===== config.mk =====
export PLATFORM = sky130hd
export DESIGN_NAME = regfile_multiport
export DESIGN_NICKNAME = d
export VERILOG_FILES = /design/src/rtl/regfile_multiport.sv
export SDC_FILE = /design/constraint.sdc
export NUM_CORES = 2
export LEC_CHECK = 0
export BUFFER_PORTS_ARGS = -buffer_cell sky130_fd_sc_hd__buf_2
export CORE_MARGIN = 5
export CORE_UTILIZATION = 45
export CTS_BUF_LIST = sky130_fd_sc_hd__clkbuf_8
export DETAILED_ROUTE_END_ITERATION = 7
export PLACE_DENSITY = 0.63
export SLEW_MARGIN = 0
export SYNTH_ARGS = -nofsm -noshare
export SYNTH_HDL_FRONTEND = slang
export SYNTH_SLANG_ARGS = --single-unit

===== constraint.sdc =====
create_clock -name clock -period 4.6 [get_ports clock]
set_input_delay 0 -clock clock [delete_from_list [all_inputs] [get_ports clock]]
set_output_delay 0 -clock clock [all_outputs]
set_load 0.005 [all_outputs]

===== src/rtl/regfile_multiport.sv =====
// regfile_multiport: two-read/one-write register file with byte enables, write bypass and a power-up clear sweep
module regfile_multiport #(
    parameter int DATA_WIDTH = 32,
    parameter int ADDR_WIDTH = 5,
    parameter int ZERO_REG   = 1,
    parameter int BYPASS     = 1
) (
    input  logic                    clock,
    input  logic                    reset,
    input  logic [ADDR_WIDTH-1:0]   readAddress1,
    input  logic [ADDR_WIDTH-1:0]   readAddress2,
    input  logic [ADDR_WIDTH-1:0]   writeAddress,
    input  logic [DATA_WIDTH-1:0]   writeData,
    input  logic [DATA_WIDTH/8-1:0] writeByteEnable,
    input  logic                    writeEnable,
    output logic [DATA_WIDTH-1:0]   readData1,
    output logic [DATA_WIDTH-1:0]   readData2,
    output logic                    ready,
    output logic                    writeDropped
);
    localparam int DEPTH = 1 << ADDR_WIDTH;
    localparam int NB    = DATA_WIDTH / 8;

    typedef enum logic {CLEAR, RUN} state_t;

    state_t                  state_q, state_d;
    logic [ADDR_WIDTH-1:0]   cnt_q, cnt_d;
    logic                    drop_q, drop_d;
    logic [DATA_WIDTH-1:0]   mem_q [DEPTH];
    logic [DATA_WIDTH-1:0]   merged, wr_val;
    logic [ADDR_WIDTH-1:0]   wr_addr;
    logic                    run_wr, wr_en;

    // Merge enabled bytes of the incoming word over the stored entry
    always_comb begin
        merged = mem_q[writeAddress];
        for (int i = 0; i < NB; i++)
            merged[8*i +: 8] = writeByteEnable[i] ? writeData[8*i +: 8] : mem_q[writeAddress][8*i +: 8];
    end

    // Next-state, sweep counter, drop flag and array write port selection
    always_comb begin
        run_wr  = state_q == RUN && writeEnable && |writeByteEnable && !(ZERO_REG != 0 && writeAddress == '0);
        state_d = (state_q == CLEAR && cnt_q == '1) ? RUN : state_q;
        cnt_d   = state_q == CLEAR ? cnt_q + ADDR_WIDTH'(1) : '0;
        drop_d  = writeEnable && state_q != RUN;
        wr_en   = !reset && (state_q == CLEAR || run_wr);
        wr_addr = state_q == CLEAR ? cnt_q : writeAddress;
        wr_val  = state_q == CLEAR ? '0 : merged;
    end

    // Control state with synchronous reset restarting the sweep
    always_ff @(posedge clock) begin
        if (reset) begin
            state_q <= CLEAR;
            cnt_q   <= '0;
            drop_q  <= 1'b0;
        end else begin
            state_q <= state_d;
            cnt_q   <= cnt_d;
            drop_q  <= drop_d;
        end
    end

    // Array storage: sweep clears or run-time byte-masked writes
    always_ff @(posedge clock) begin
        if (wr_en) mem_q[wr_addr] <= wr_val;
    end

    // Combinational read ports with zero-register, forwarding and not-ready masking
    always_comb begin
        readData1 = (state_q != RUN || (ZERO_REG != 0 && readAddress1 == '0)) ? '0 :
                    (BYPASS != 0 && run_wr && readAddress1 == writeAddress) ? merged : mem_q[readAddress1];
        readData2 = (state_q != RUN || (ZERO_REG != 0 && readAddress2 == '0)) ? '0 :
                    (BYPASS != 0 && run_wr && readAddress2 == writeAddress) ? merged : mem_q[readAddress2];
        ready        = state_q == RUN;
        writeDropped = drop_q;
    end
endmodule

==> impl_metrics.csv <==
group,metric,value,unit
clocking,clock-sinks,1031,
synthesis,synth-seq-cells,1031,
timing,fin_crit_sh,0.9346,
global_routing,antenna_found_initial,15,
synthesis,ys_top_cells_by_count,"edfxtp_1, mux4_2, mux2i_1",
cells_and_area,final_core_util,0.5001,
timing,finalHoldViolations,0,
clocking,clock_path_buffers,3,
global_routing,grt_use_met1,0.4287,
power_and_ir_drop,ir_drop,317.5,uV
global_routing,grt_util_met3,0.1041,
placed_design,gp_congestion,0.9048,
clocking,ctsResizeCount,0,
synthesis,synth-xor-area-share,0.001763,
worst_hold_path,hold_depth,4,
global_routing,top_usage_layer,"met2",
synthesis,syn_area,0.05960,sq mm
timing,tightest_slew,1.211,ns
status,status,"finished, final reports clean",
synthesis,synth-compound-area-share,0.1050,
synthesis,synth.distinct_cells,71,
synthesis,synthAdderAreaFrac,0.0004199,
clocking,clkTransAtPathRegs,0.06,ns
global_routing,gr-usage-met2,0.4703,
die,start_util,0.4528,
die,io_pins,120,
die,die_area,0.1398,sq mm
power_and_ir_drop,p_leak,0.02264,uW
global_routing,track_usage,0.3171,
placed_design,hpwl,136700,microns
synthesis,synth.area.top_cells,"edfxtp_1, mux4_2, mux2i_1, mux2_2, o21ai_0",
synthesis,synthMuxAreaShare,0.3011,
timing,slew_viol_final,0,
setup_path,r2r_start,"ready",
synthesis,synth_top_area_frac,0.5159,
die,core-area,0.1316,sq mm
synthesis,yosysSeqAreaShare,0.5183,
clocking,clockRootBuffer,"clkbuf_8",
placed_design,placedInstanceArea,0.06244,sq mm
synthesis,synth_area_leader_cell,"edfxtp_1",
timing,fin_skew,0.05179,ns
synthesis,ys_async_sr_fraction,0,
cells_and_area,design_area,0.06583,sq mm
route,avgRoutedWirePerCell,38.89,microns
timing,period_needed,4.299,ns
cells_and_area,area_growth,10.45,%
cells_and_area,multi_input_area,0.02693,sq mm
global_routing,grt_pass1_wl,316300,microns
synthesis,synth-edff-count,1024,
route,viasPerCell,7.303,
clocking,numCtsBuffers,175,
timing,setup_viol,0,
global_routing,grt_pass1_vias,41573,
die,std_cell_rows,133,
setup_path,reg2reg_slack,1.12,ns
route,drc,0,
setup_path,reg2reg_depth,6,
timing,fmax,232.6,MHz
synthesis,syn-num-nets,3876,
setup_path,cp.arrival,4.30,ns
clocking,htreeDepth,4,
synthesis,synth_top_family_by_area,"multiplexers",
flow_run,cap_viol_max_count,0,
synthesis,yosysMostFrequentCell,"edfxtp_1",
setup_path,worstPathMaxFanout,20,
placed_design,port_buffers,119,
route,finalWirelength,226800,microns
worst_hold_path,hp-class,"in -> reg",
clocking,cts_tree,"yes",
global_routing,grt_start_max_net_pins,123,
clocking,post_cts_buffers,0,
setup_path,crit_end,"readData2[31]",
route,drt_iter0_markers,7045,
cells_and_area,fin_nets,3989,
synthesis,ys.flop_type,"edfxtp_1",
setup_path,crit_required,4.60,ns
die,die_h,373.9,microns
power_and_ir_drop,p_per_area,312.8,mW/mm^2
cells_and_area,drive_above_1_share,0.3026,
setup_path,startpoint_type,"register",
synthesis,synth-simple-area-share,0.03730,
clocking,clk_latency,0.93,ns
timing,rsz0062_at_grt,"false",
synthesis,synthCells,3820,
route,vias,42590,
global_routing,grt_overflow,0,
cells_and_area,ff_latch_area,0.03089,sq mm
setup_path,path_class,"reg -> out",
route,postRouteAntennaNets,0,
setup_path,crit_path_start,"ready",
timing,fin_setup_tns,0,ns
setup_path,end_kind,"output port",
cells_and_area,nFillCells,11015,
route,drtPass1Iterations,5,
die,die_w,373.9,microns
synthesis,synth.avg_cell_area,15.60,sq um
timing,relSlewSlack,0.1890,
synthesis,ys.warnings.count,0,
setup_path,r2r-end,"mem_q[23][2]",
## routing by layer
| metal | part of all wire | vias up |
|---|---|---|
| met1 | 0.36 | 21826 |
| met5 | 0.00086 | - |
| met4 | 0.051 | 12 |
| li1 | - | 16502 |
| met2 | 0.44 | 3575 |
| met3 | 0.15 | 675 |
## layout by cell type (no fill, tap or decap), drive strengths merged, types with 58 or more instances in the layout
cell type | Yosys | final
inv | 6 | 60
o21a | 64 | 64
buf | 219 | 291
mux4 | 536 | 536
nor2 | 87 | 87
clkbuf | 148 | 180
clkinv | 1 | 68
mux2i | 479 | 479
nor2b | 65 | 65
edfxtp | 1024 | 1024
a211oi | 58 | 58
o22ai | 86 | 86
a21oi | 86 | 86
nand2 | 158 | 158
o211ai | 70 | 70
mux2 | 96 | 96
o21ai | 141 | 141
## through the flow
step	hold WS (ns)	instances	total power [uW]	worst slack (ns)
final	0.1741	5832	20590	0.3009
after global routing	0.1981	5828	21180	0.2999
after CTS	0.07397	5826	20610	0.4525
after detailed placement	0.3452	5499	12770	0.9931
after global placement	0.3360	5499	12760	1.102
after floorplan	0.1217	3820	12060	1.179
## report_power, final
group,total (uW),switching (uW),internal (uW)
clock network,7940,3920,4030
logic,2350,1400,949
registers,10300,52.7,10200
total,20600,5370,15200
## area by class of cell
cell class / count / area share
antenna: 6 / 0.0002281
tap: 1755 / 0.03336
multi-input combinational: 2415 / 0.4091
timing repair buffer: 303 / 0.03826
clock buffer: 180 / 0.03763
inverter: 7 / 0.0003991
sequential: 1031 / 0.4692
clock inverter: 135 / 0.01182
## kinds of logic after synthesis
| family | Yosys count |
|---|---|
| mux | 1111 |
| xor+xnor | 12 |
| compound gates | 845 |
| flops | 1031 |
| simple gates | 445 |
| fa+ha+maj | 2 |
| buf+inv | 374 |
## worst max-delay path, cell delays in order (launching register included)
cell and delay [ns]:
dfxtp_2 0.62, buf_4 0.49, o21ai_0 0.28, a31oi_4 0.49, buf_4 0.39, o211ai_1 0.15
o22ai_1 0.70, buf_2 0.25
## how the worst min path moves through the flow
| stage | start | end |
|---|---|---|
| floorplan | writeEnable | writeDropped |
| global placement | reset | ready |
| detailed placement | reset | ready |
| CTS | writeData[11] | mem_q[13][11] |
| global route | reset | cnt_q[4] |
| finish | writeData[11] | mem_q[13][11] |
## sequential cells by signal, indices dropped and copies added (netlist names)
name,cells
ready,1
mem_q,1024
cnt_q,5
writeDropped,1
## repair_timing
| item | CTS | global route |
|---|---|---|
| endpoints found under the hold margin | 202 | 0 |
| setup endpoints to repair | 0 | 0 |
| hold buffers | 12 | 0 |
Power figures use the tool's default switching activity.
